===== src/rtl/seg_scan_driver.sv =====
// Time-multiplexed common-anode 7-segment scanner with an anti-ghost blanking gap,
// PWM brightness, per-digit blink/blank and frame-synchronous double-buffered data.
module seg_scan_driver #(
    parameter int N_DIGITS     = 4,
    parameter int SLOT_CYCLES  = 65536,
    parameter int BLANK_CYCLES = 256,
    parameter int BRIGHT_W     = 4,
    parameter int BLINK_FRAMES = 64
) (
    input  logic                  clk,
    input  logic                  rst,
    input  logic [4*N_DIGITS-1:0] codes,
    input  logic [N_DIGITS-1:0]   dp,
    input  logic [N_DIGITS-1:0]   digit_en,
    input  logic [N_DIGITS-1:0]   blink_mask,
    input  logic [BRIGHT_W-1:0]   brightness,
    input  logic                  load,
    output logic [N_DIGITS-1:0]   seg_selector,
    output logic [7:0]            segments,
    output logic                  frame_start
);
    localparam int SLOT_W = $clog2(SLOT_CYCLES);
    localparam int DIG_W  = $clog2(N_DIGITS);
    localparam int FRM_W  = (BLINK_FRAMES > 1) ? $clog2(BLINK_FRAMES) : 1;

    typedef struct packed {
        logic [4*N_DIGITS-1:0] codes;
        logic [N_DIGITS-1:0]   dp;
        logic [N_DIGITS-1:0]   en;
        logic [N_DIGITS-1:0]   blink;
    } disp_t;

    logic [SLOT_W-1:0]   slot_cnt_q, slot_cnt_d;
    logic [DIG_W-1:0]    digit_idx_q, digit_idx_d;
    logic [FRM_W-1:0]    frame_cnt_q, frame_cnt_d;
    logic                blink_phase_q, blink_phase_d;
    disp_t               shadow_q, shadow_d;
    disp_t               active_q, active_d;
    logic                pending_q, pending_d;
    logic [N_DIGITS-1:0] sel_q, sel_d;
    logic [7:0]          seg_q, seg_d;
    logic                frame_start_q, frame_start_d;

    disp_t      live;
    logic       slot_wrap;
    logic       frame_end;
    logic       pwm_on;
    logic       lit;
    logic [3:0] cur_code;

    function automatic logic [7:0] glyph(input logic [3:0] code);
        case (code)
            4'd0:    glyph = 8'b00000011;
            4'd1:    glyph = 8'b10011111;
            4'd2:    glyph = 8'b00100101;
            4'd3:    glyph = 8'b00001101;
            4'd4:    glyph = 8'b10011001;
            4'd5:    glyph = 8'b01001001;
            4'd6:    glyph = 8'b01000001;
            4'd7:    glyph = 8'b00011111;
            4'd8:    glyph = 8'b00000001;
            4'd9:    glyph = 8'b00001001;
            4'd10:   glyph = 8'b00010001;
            4'd11:   glyph = 8'b11000001;
            4'd12:   glyph = 8'b01100011;
            4'd13:   glyph = 8'b00110001;
            4'd14:   glyph = 8'b01001001;
            default: glyph = 8'b11111101;
        endcase
    endfunction

    always_comb begin
        // NOTE: every signal gets a default before any branch, so no latch can be inferred.
        live.codes    = codes;
        live.dp       = dp;
        live.en       = digit_en;
        live.blink    = blink_mask;
        slot_wrap     = (slot_cnt_q == SLOT_W'(SLOT_CYCLES - 1));
        frame_end     = slot_wrap && (digit_idx_q == DIG_W'(N_DIGITS - 1));
        slot_cnt_d    = slot_wrap ? '0 : slot_cnt_q + SLOT_W'(1);
        digit_idx_d   = digit_idx_q;
        frame_cnt_d   = frame_cnt_q;
        blink_phase_d = blink_phase_q;
        shadow_d      = shadow_q;
        active_d      = active_q;
        pending_d     = pending_q;
        frame_start_d = frame_end;

        if (slot_wrap) begin
            digit_idx_d = frame_end ? '0 : digit_idx_q + DIG_W'(1);
        end

        // The active set only changes on a frame boundary; a load landing on that
        // very cycle bypasses the shadow so it is not lost.
        if (frame_end) begin
            if (frame_cnt_q == FRM_W'(BLINK_FRAMES - 1)) begin
                frame_cnt_d   = '0;
                blink_phase_d = ~blink_phase_q;
            end else begin
                frame_cnt_d = frame_cnt_q + FRM_W'(1);
            end
            if (load) begin
                active_d = live;
            end else if (pending_q) begin
                active_d = shadow_q;
            end
            pending_d = 1'b0;
        end else if (load) begin
            shadow_d  = live;
            pending_d = 1'b1;
        end

        cur_code = active_q.codes[{digit_idx_q, 2'b00} +: 4];
        pwm_on   = (&brightness) || (slot_cnt_q[BRIGHT_W-1:0] < brightness);
        lit      = (slot_cnt_q >= SLOT_W'(BLANK_CYCLES))
                   && active_q.en[digit_idx_q]
                   && !(active_q.blink[digit_idx_q] && blink_phase_q)
                   && pwm_on;

        sel_d = '1;
        seg_d = 8'hFF;
        if (lit) begin
            sel_d[digit_idx_q] = 1'b0;
            seg_d = glyph(cur_code) & ~{7'b0, active_q.dp[digit_idx_q]};
        end
    end

    // NOTE: state registers use non-blocking assignments so all of them update together.
    always_ff @(posedge clk) begin
        if (rst) begin
            slot_cnt_q    <= '0;
            digit_idx_q   <= '0;
            frame_cnt_q   <= '0;
            blink_phase_q <= 1'b0;
            shadow_q      <= '0;
            active_q      <= '0;
            pending_q     <= 1'b0;
            sel_q         <= '1;
            seg_q         <= 8'hFF;
            frame_start_q <= 1'b0;
        end else begin
            slot_cnt_q    <= slot_cnt_d;
            digit_idx_q   <= digit_idx_d;
            frame_cnt_q   <= frame_cnt_d;
            blink_phase_q <= blink_phase_d;
            shadow_q      <= shadow_d;
            active_q      <= active_d;
            pending_q     <= pending_d;
            sel_q         <= sel_d;
            seg_q         <= seg_d;
            frame_start_q <= frame_start_d;
        end
    end

    assign seg_selector = sel_q;
    assign segments     = seg_q;
    assign frame_start  = frame_start_q;

endmodule


===== config.mk =====
export PLATFORM = sky130hd
export DESIGN_NAME = seg_scan_driver
export DESIGN_NICKNAME = d
export VERILOG_FILES = /design/src/rtl/seg_scan_driver.sv
export SDC_FILE = /design/constraint.sdc
export NUM_CORES = 1
export LEC_CHECK = 0
export CORE_MARGIN = 8
export CORE_UTILIZATION = 58
export CTS_BUF_LIST = sky130_fd_sc_hd__clkbuf_8
export DETAILED_ROUTE_END_ITERATION = 10
export PLACE_DENSITY = 0.81
export SYNTH_ARGS = -nofsm -noshare
export SYNTH_HDL_FRONTEND = slang
export SYNTH_SLANG_ARGS = --single-unit
export TNS_END_PERCENT = 1

===== constraint.sdc =====
create_clock -name clk -period 2.4 [get_ports clk]
set_input_delay 0.6 -clock clk [delete_from_list [all_inputs] [get_ports clk]]
set_output_delay 0.6 -clock clk [all_outputs]
set_load 0.01 [all_outputs]

==> flow_summary.yaml, run 1 <==
status:
  outcome: "finished clean"
clock_network:
  numClockSinks: 95
  clockRootBuffer: "clkbuf_8"
  postCtsSetupRepairBufs: 0
  hold_buffers: 0
  cts_max_level: 3
  cts_tree: "yes"
  clkLatencyLatePin_ns: 0.36
  clkTransAtPathRegs_ns: 0.09
  cts_resized: 1
  cts_buffers: 9
  clk_path_buf_depth: 2
sta:
  rsz0062_at_grt: "false"
  timing.fmax_mhz: 459
  post-route-min-period_ns: 2.18
  hold_ws_ns: 0.456
  skew_ns: 0.00788
  worstMarginPinSlew_ns: 0.687
  setup_viol: 0
  relSlewSlack_pct: 54.1
  hold_violations: 0
  fin_crit_sh_pct: 90.8
  drv_slew: 0
critical_path:
  slowest_delay_ns: 0.55
  slowest_stage: "mux4_2"
  crit_required_ns: 2.63
  endpoint_kind: "register"
  path_cells: "buf_4 -> mux4_2 -> inv_1 -> ha_1 -> o21ai_0 -> o221ai_1"
  worstPathMaxFanout: 8
  cp-start-kind: "register"
  crit_type: "reg -> reg"
  arrival_ns: 2.41
cells_and_area:
  final_cell_mix: "dfxtp_1, nand2_1, nor2_1"
  fillers: 575
  final_cell_area_um2: 5070
  mostFrequentLayoutCell: "dfxtp_1"
  diodes: 0
  syn_to_final_growth_pct: 16.8
  layout-drive-gt1-share_pct: 12.1
  num-nets-final: 557
  final_cells: 610
synthesis:
  synth_edf_count: 0
  synth_top_area_share_pct: 43.8
  synth-seq-cells: 95
  synth_top_cell_by_area: "dfxtp_1"
  synth-async-reset-ratio_pct: 0
  seq_area_frac_synth_pct: 43.8
  syn_area_um2: 4340
  netlist_instances: 468
  synth_cell_types: 41
  avgSynthCellArea_um2: 9.28
  synth_nets: 518
  ys_warn_count: 0
  ys_top_cells_by_area: "dfxtp_1, mux2i_1, nand2_1"
  synth-main-ff-cell: "dfxtp_1"
power_and_ir_drop:
  report.power.total_mw: 2.89
  total_leakage_power_nw: 1.91
  power_density_nw_per_um2: 569
  irDropWorstVdd_mv: 0.339
floorplan:
  dieArea_um2: 10500
  num_rows: 31
  die_h_um: 103
  boundaryPins: 48
  start_util_pct: 59.9
  die_w_um: 103
  coreArea_um2: 7250
global_routing:
  antenna_found_initial: 0
  grt_pass1_wl_um: 14800
  grt_pass1_vias: 3209
  grt_max_degree: 65
  grt-ovfl-total: 0
  gr-usage-all-layers_pct: 17.7
detailed_routing:
  drtIter0Drc: 188
  wirelength_um: 8740
  firstDrtPassIters: 7
  avgRoutedWirePerCell_um: 14.3
  drc: 0
  vias_per_cell: 5.47
  postRouteAntennaNets: 0
  vias: 3339
hold_path:
  holdCritPathClass: "reg -> reg"
placement:
  numPortBuffers: 47
  hpwl_um: 6060
  place_inst: 595
  gp_congestion: 0.843
  dpl_cell_area_um2: 4870
flow_run:
  cap_violations: 0
## where the power goes
group	leakage [nW]	internal, mW	switching [mW]
logic	1.04	0.107	0.113
registers	0.772	1.61	0.0190
clock network	0.0944	0.504	0.537
## critical path, delay by kind of cell (launching register included)
kind | cells | cell delay, ns
muxes | 1 | 0.55
DFF | 1 | 0.50
adders and majority gates | 1 | 0.26
buffers and inverters | 2 | 0.35
AOI/OAI and AO/OA | 2 | 0.39
## kinds of logic after synthesis
logic type | count (synthesis) | share of synthesized area, %
buffers and inverters | 44 | 5.47
xor gates and xnor gates | 16 | 3.23
adders and majority gates | 15 | 4.32
AOI/OAI and AO/OA | 77 | 13.7
DFF | 95 | 43.8
and+or+nand+nor | 178 | 17.9
muxes | 43 | 11.7
## layout make-up
type | instances | area [um2] | share of cell area (%)
Clock buffer | 10 | 138 | 2.71
Timing Repair Buffer | 59 | 588 | 11.6
Tap cell | 99 | 124 | 2.44
Multi-Input combinational cell | 329 | 2210 | 43.6
Clock inverter | 5 | 58.8 | 1.16
Inverter | 13 | 48.8 | 0.962
Sequential cell | 95 | 1900 | 37.5
## path summary, 6_finish.rpt
check / cells past startpoint / slack (ns) / endpoint / from
max: 6 / 0.22 / segments[6] / digit_idx_q[0]
min: 2 / 0.46 / shadow_q[0] / shadow_q[0]
max reg2reg: 6 / 0.22 / segments[6] / digit_idx_q[0]
min reg2reg: 2 / 0.46 / shadow_q[0] / shadow_q[0]
## per-stage QoR
step | setup TNS, ns | setup slack, ns | utilization [%]
floorplan | 0 | 0.448 | -
global placement | 0 | 0.0177 | 67.2
detailed placement | -0.00673 | -0.00673 | 67.2
CTS | 0 | 0.221 | 69.9
global route | 0 | 0.0148 | 69.9
finish | 0 | 0.221 | 69.9
## per-layer routing
layer / GRT usage (%) / up-vias / wire, um
li1: - / 1667 / -
met2: 29.4 / 79 / 4280
met3: 4.32 / 11 / 491
met5: 0 / - / 0
met4: 6.43 / 0 / 116
met1: 21.7 / 1582 / 3850
## cell usage after synthesis, drive strengths merged, types with 3 or more instances
master	number
a211oi	28
a21oi	35
and3	4
buf	20
clkbuf	11
dfxtp	95
ha	15
inv	13
mux2i	36
mux4	6
nand2	80
nand2b	3
nand3	7
nand3b	3
nand4	5
nor2	62
nor3	3
o21ai	5
o221ai	3
xnor2	6
xor2	10
## sequential cells by signal (all words and copies together), names as in the netlist, 2 cells and up
| register | cells |
|---|---|
| active_q | 28 |
| digit_idx_q | 2 |
| frame_cnt_q | 6 |
| seg_selector | 4 |
| segments | 8 |
| shadow_q | 28 |
| slot_cnt_q | 16 |
No activity file was read; power rests on OpenSTA's default activity.
==> inputs of run 2 (changes only) <==
--- a/config.mk
+++ b/config.mk
@@ -5,11 +5,11 @@
 export SDC_FILE = /design/constraint.sdc
 export NUM_CORES = 1
 export LEC_CHECK = 0
-export CORE_MARGIN = 8
-export CORE_UTILIZATION = 58
+export CORE_MARGIN = 10
+export CORE_UTILIZATION = 50
 export CTS_BUF_LIST = sky130_fd_sc_hd__clkbuf_8
 export DETAILED_ROUTE_END_ITERATION = 10
-export PLACE_DENSITY = 0.81
+export PLACE_DENSITY = 0.74
 export SYNTH_ARGS = -nofsm -noshare
 export SYNTH_HDL_FRONTEND = slang
 export SYNTH_SLANG_ARGS = --single-unit
==> constraint.sdc (replaced) <==
create_clock -name clk -period 1.93 [get_ports clk]
set_input_delay 0.4825 -clock clk [delete_from_list [all_inputs] [get_ports clk]]
set_output_delay 0.4825 -clock clk [all_outputs]
set_load 0.01 [all_outputs]
==> flow_summary.yaml, run 2 (synthesis gave the netlist of run 1 again) <==
power_and_ir_drop:
  combPwrFrac_pct: 8.0
  total_leakage_power_nw: 2.00
  power_density_nw_per_um2: 696
  switching_share_pct: 24.2
  p_clk_share_pct: 37.1
  seqPwrFrac_pct: 54.9
  irDropWorstVdd_mv: 0.395
  p_sw_mw: 0.886
  p_int_mw: 2.78
clock_network:
  clk_path_buf_depth: 2
  cts_max_level: 3
  postCtsSetupRepairBufs: 0
  clkLatencyLatePin_ns: 0.37
  hold_buffers: 0
  clkTransAtPathRegs_ns: 0.09
  numClockSinks: 95
  clockRootBuffer: "clkbuf_8"
  cts_tree: "yes"
  cts_buffers: 9
floorplan:
  boundaryPins: 48
  dieArea_um2: 12800
  num_rows: 33
  coreArea_um2: 8340
  die_w_um: 113
  die_h_um: 113
  start_util_pct: 52.1
sta:
  fin_crit_sh_pct: 95.7
  rsz0062_at_grt: "true"
  drv_slew: 0
  setup_viol: 0
  hold_ws_ns: 0.433
  setup_slack_ns: 0.0827
  timing.fmax_mhz: 541
  post-route-min-period_ns: 1.85
  hold_violations: 0
  worstMarginPinSlew_ns: 0.525
  skew_ns: 0.0142
  tns_ns: 0
  relSlewSlack_pct: 64.7
cells_and_area:
  num-nets-final: 571
  final_cell_mix: "dfxtp_1, nand2_1, nor2_1"
  layout-drive-gt1-share_pct: 16.2
  reg.largest.list: "active_q x28, shadow_q x28, slot_cnt_q x16"
  diodes: 0
  mostFrequentLayoutCell: "dfxtp_1"
  final_cells: 631
  syn_to_final_growth_pct: 21.2
global_routing:
  gr-usage-all-layers_pct: 13.8
  grt_pass1_wl_um: 14900
  antenna_found_initial: 0
  grt_max_degree: 74
  grt_pass1_vias: 3184
  grt-ovfl-total: 0
detailed_routing:
  firstDrtPassIters: 4
  drc: 0
  vias: 3345
  vias_per_cell: 5.30
  postRouteAntennaNets: 0
  wirelength_um: 9190
  drtIter0Drc: 221
  avgRoutedWirePerCell_um: 14.6
critical_path:
  crit_type: "reg -> reg"
  worstPathMaxFanout: 29
  arrival_ns: 2.13
  cp-start-kind: "register"
  slowest_delay_ns: 0.42
  slowest_stage: "dfxtp_4"
  path_cells: "ha_1 -> and4_1 -> and4bb_4 -> and2b_4 -> buf_12 -> nor2_1 -> a211oi_2"
  endpoint_kind: "register"
  crit_required_ns: 2.21
flow_run:
  cap_violations: 0
placement:
  numPortBuffers: 47
  hpwl_um: 6320
  place_inst: 613
  dpl_worst_slack_ns: -0.377
  gp_congestion: 0.806
hold_path:
  holdCritPathClass: "in -> reg"
status:
  outcome: "finished clean"
==> run 2: cell count changes in the layout (fill, tap and decap cells not counted), moves of 2 or more <==
cell      previous run  this run
o221ai_1             3         0
buf_4                9        19
o221ai_2             0         3
inv_2                0         2
inv_6                0         2
==> run 2: power groups by stage <==
stage	Clock [mW]	Combinational, mW	Sequential [mW]
2_1_floorplan	0	0.164	2.06
3_3_place_gp	0	0.284	2.06
3_5_place_dp	0	0.291	2.06
4_1_cts	1.38	0.293	2.02
5_1_grt	1.47	0.322	2.02
6_report	1.36	0.292	2.01
==> run 2: through the flow <==
| stage | cell area, um2 | util, % | total power, mW |
|---|---|---|---|
| floorplan | 4350 | - | 2.22 |
| global placement | 4980 | 59.7 | 2.34 |
| detailed placement | 4980 | 59.7 | 2.35 |
| CTS | 5190 | 62.2 | 3.69 |
| global route | 5270 | 63.1 | 3.82 |
| finish | 5270 | 63.1 | 3.67 |
==> run 2: cell type report <==
cell class,count,area (um2)
well taps,105,131
inverters,13,48.8
multi-input cells,329,2250
repair buffers,73,727
fillers,712,3080
flip-flops and latches,95,1910
clock buffers,10,138
clock inverters,6,67.6
==> run 2: timing repair <==
| action | 4_1_cts | 5_1_grt |
|---|---|---|
| setup endpoints to repair | 52 | 38 |
| resized for setup | 1 | 14 |
| pin swaps | 0 | 3 |
| cloned | 0 | 2 |
==> run 2: path summary, 6_finish.rpt <==
check                                     from           end  slack (ns)  cells past startpoint
worst max-delay path            digit_idx_q[0]  active_q[13]        0.08                      7
worst min-delay path                      load     pending_q        0.43                      3
worst max register to register  digit_idx_q[0]  active_q[13]        0.08                      7
worst min register to register     shadow_q[2]   shadow_q[2]        0.46                      2
==> run 2: layer usage <==
metal / GRT usage (%) / vias up / part of all wire [%]
met5: 0 / - / 0
met3: 3.54 / 6 / 4.2
li1: - / 1712 / -
met2: 22.0 / 49 / 47
met4: 4.82 / 0 / 1.1
met1: 17.6 / 1578 / 47
==> run 2: worst max-delay path, delay by kind of cell, from the launching register on <==
kind,cells,cell delay [ns]
fa+ha+maj,1,0.18
buf+inv,1,0.20
compound gates,1,0.19
flops,1,0.42
simple gates,4,0.77
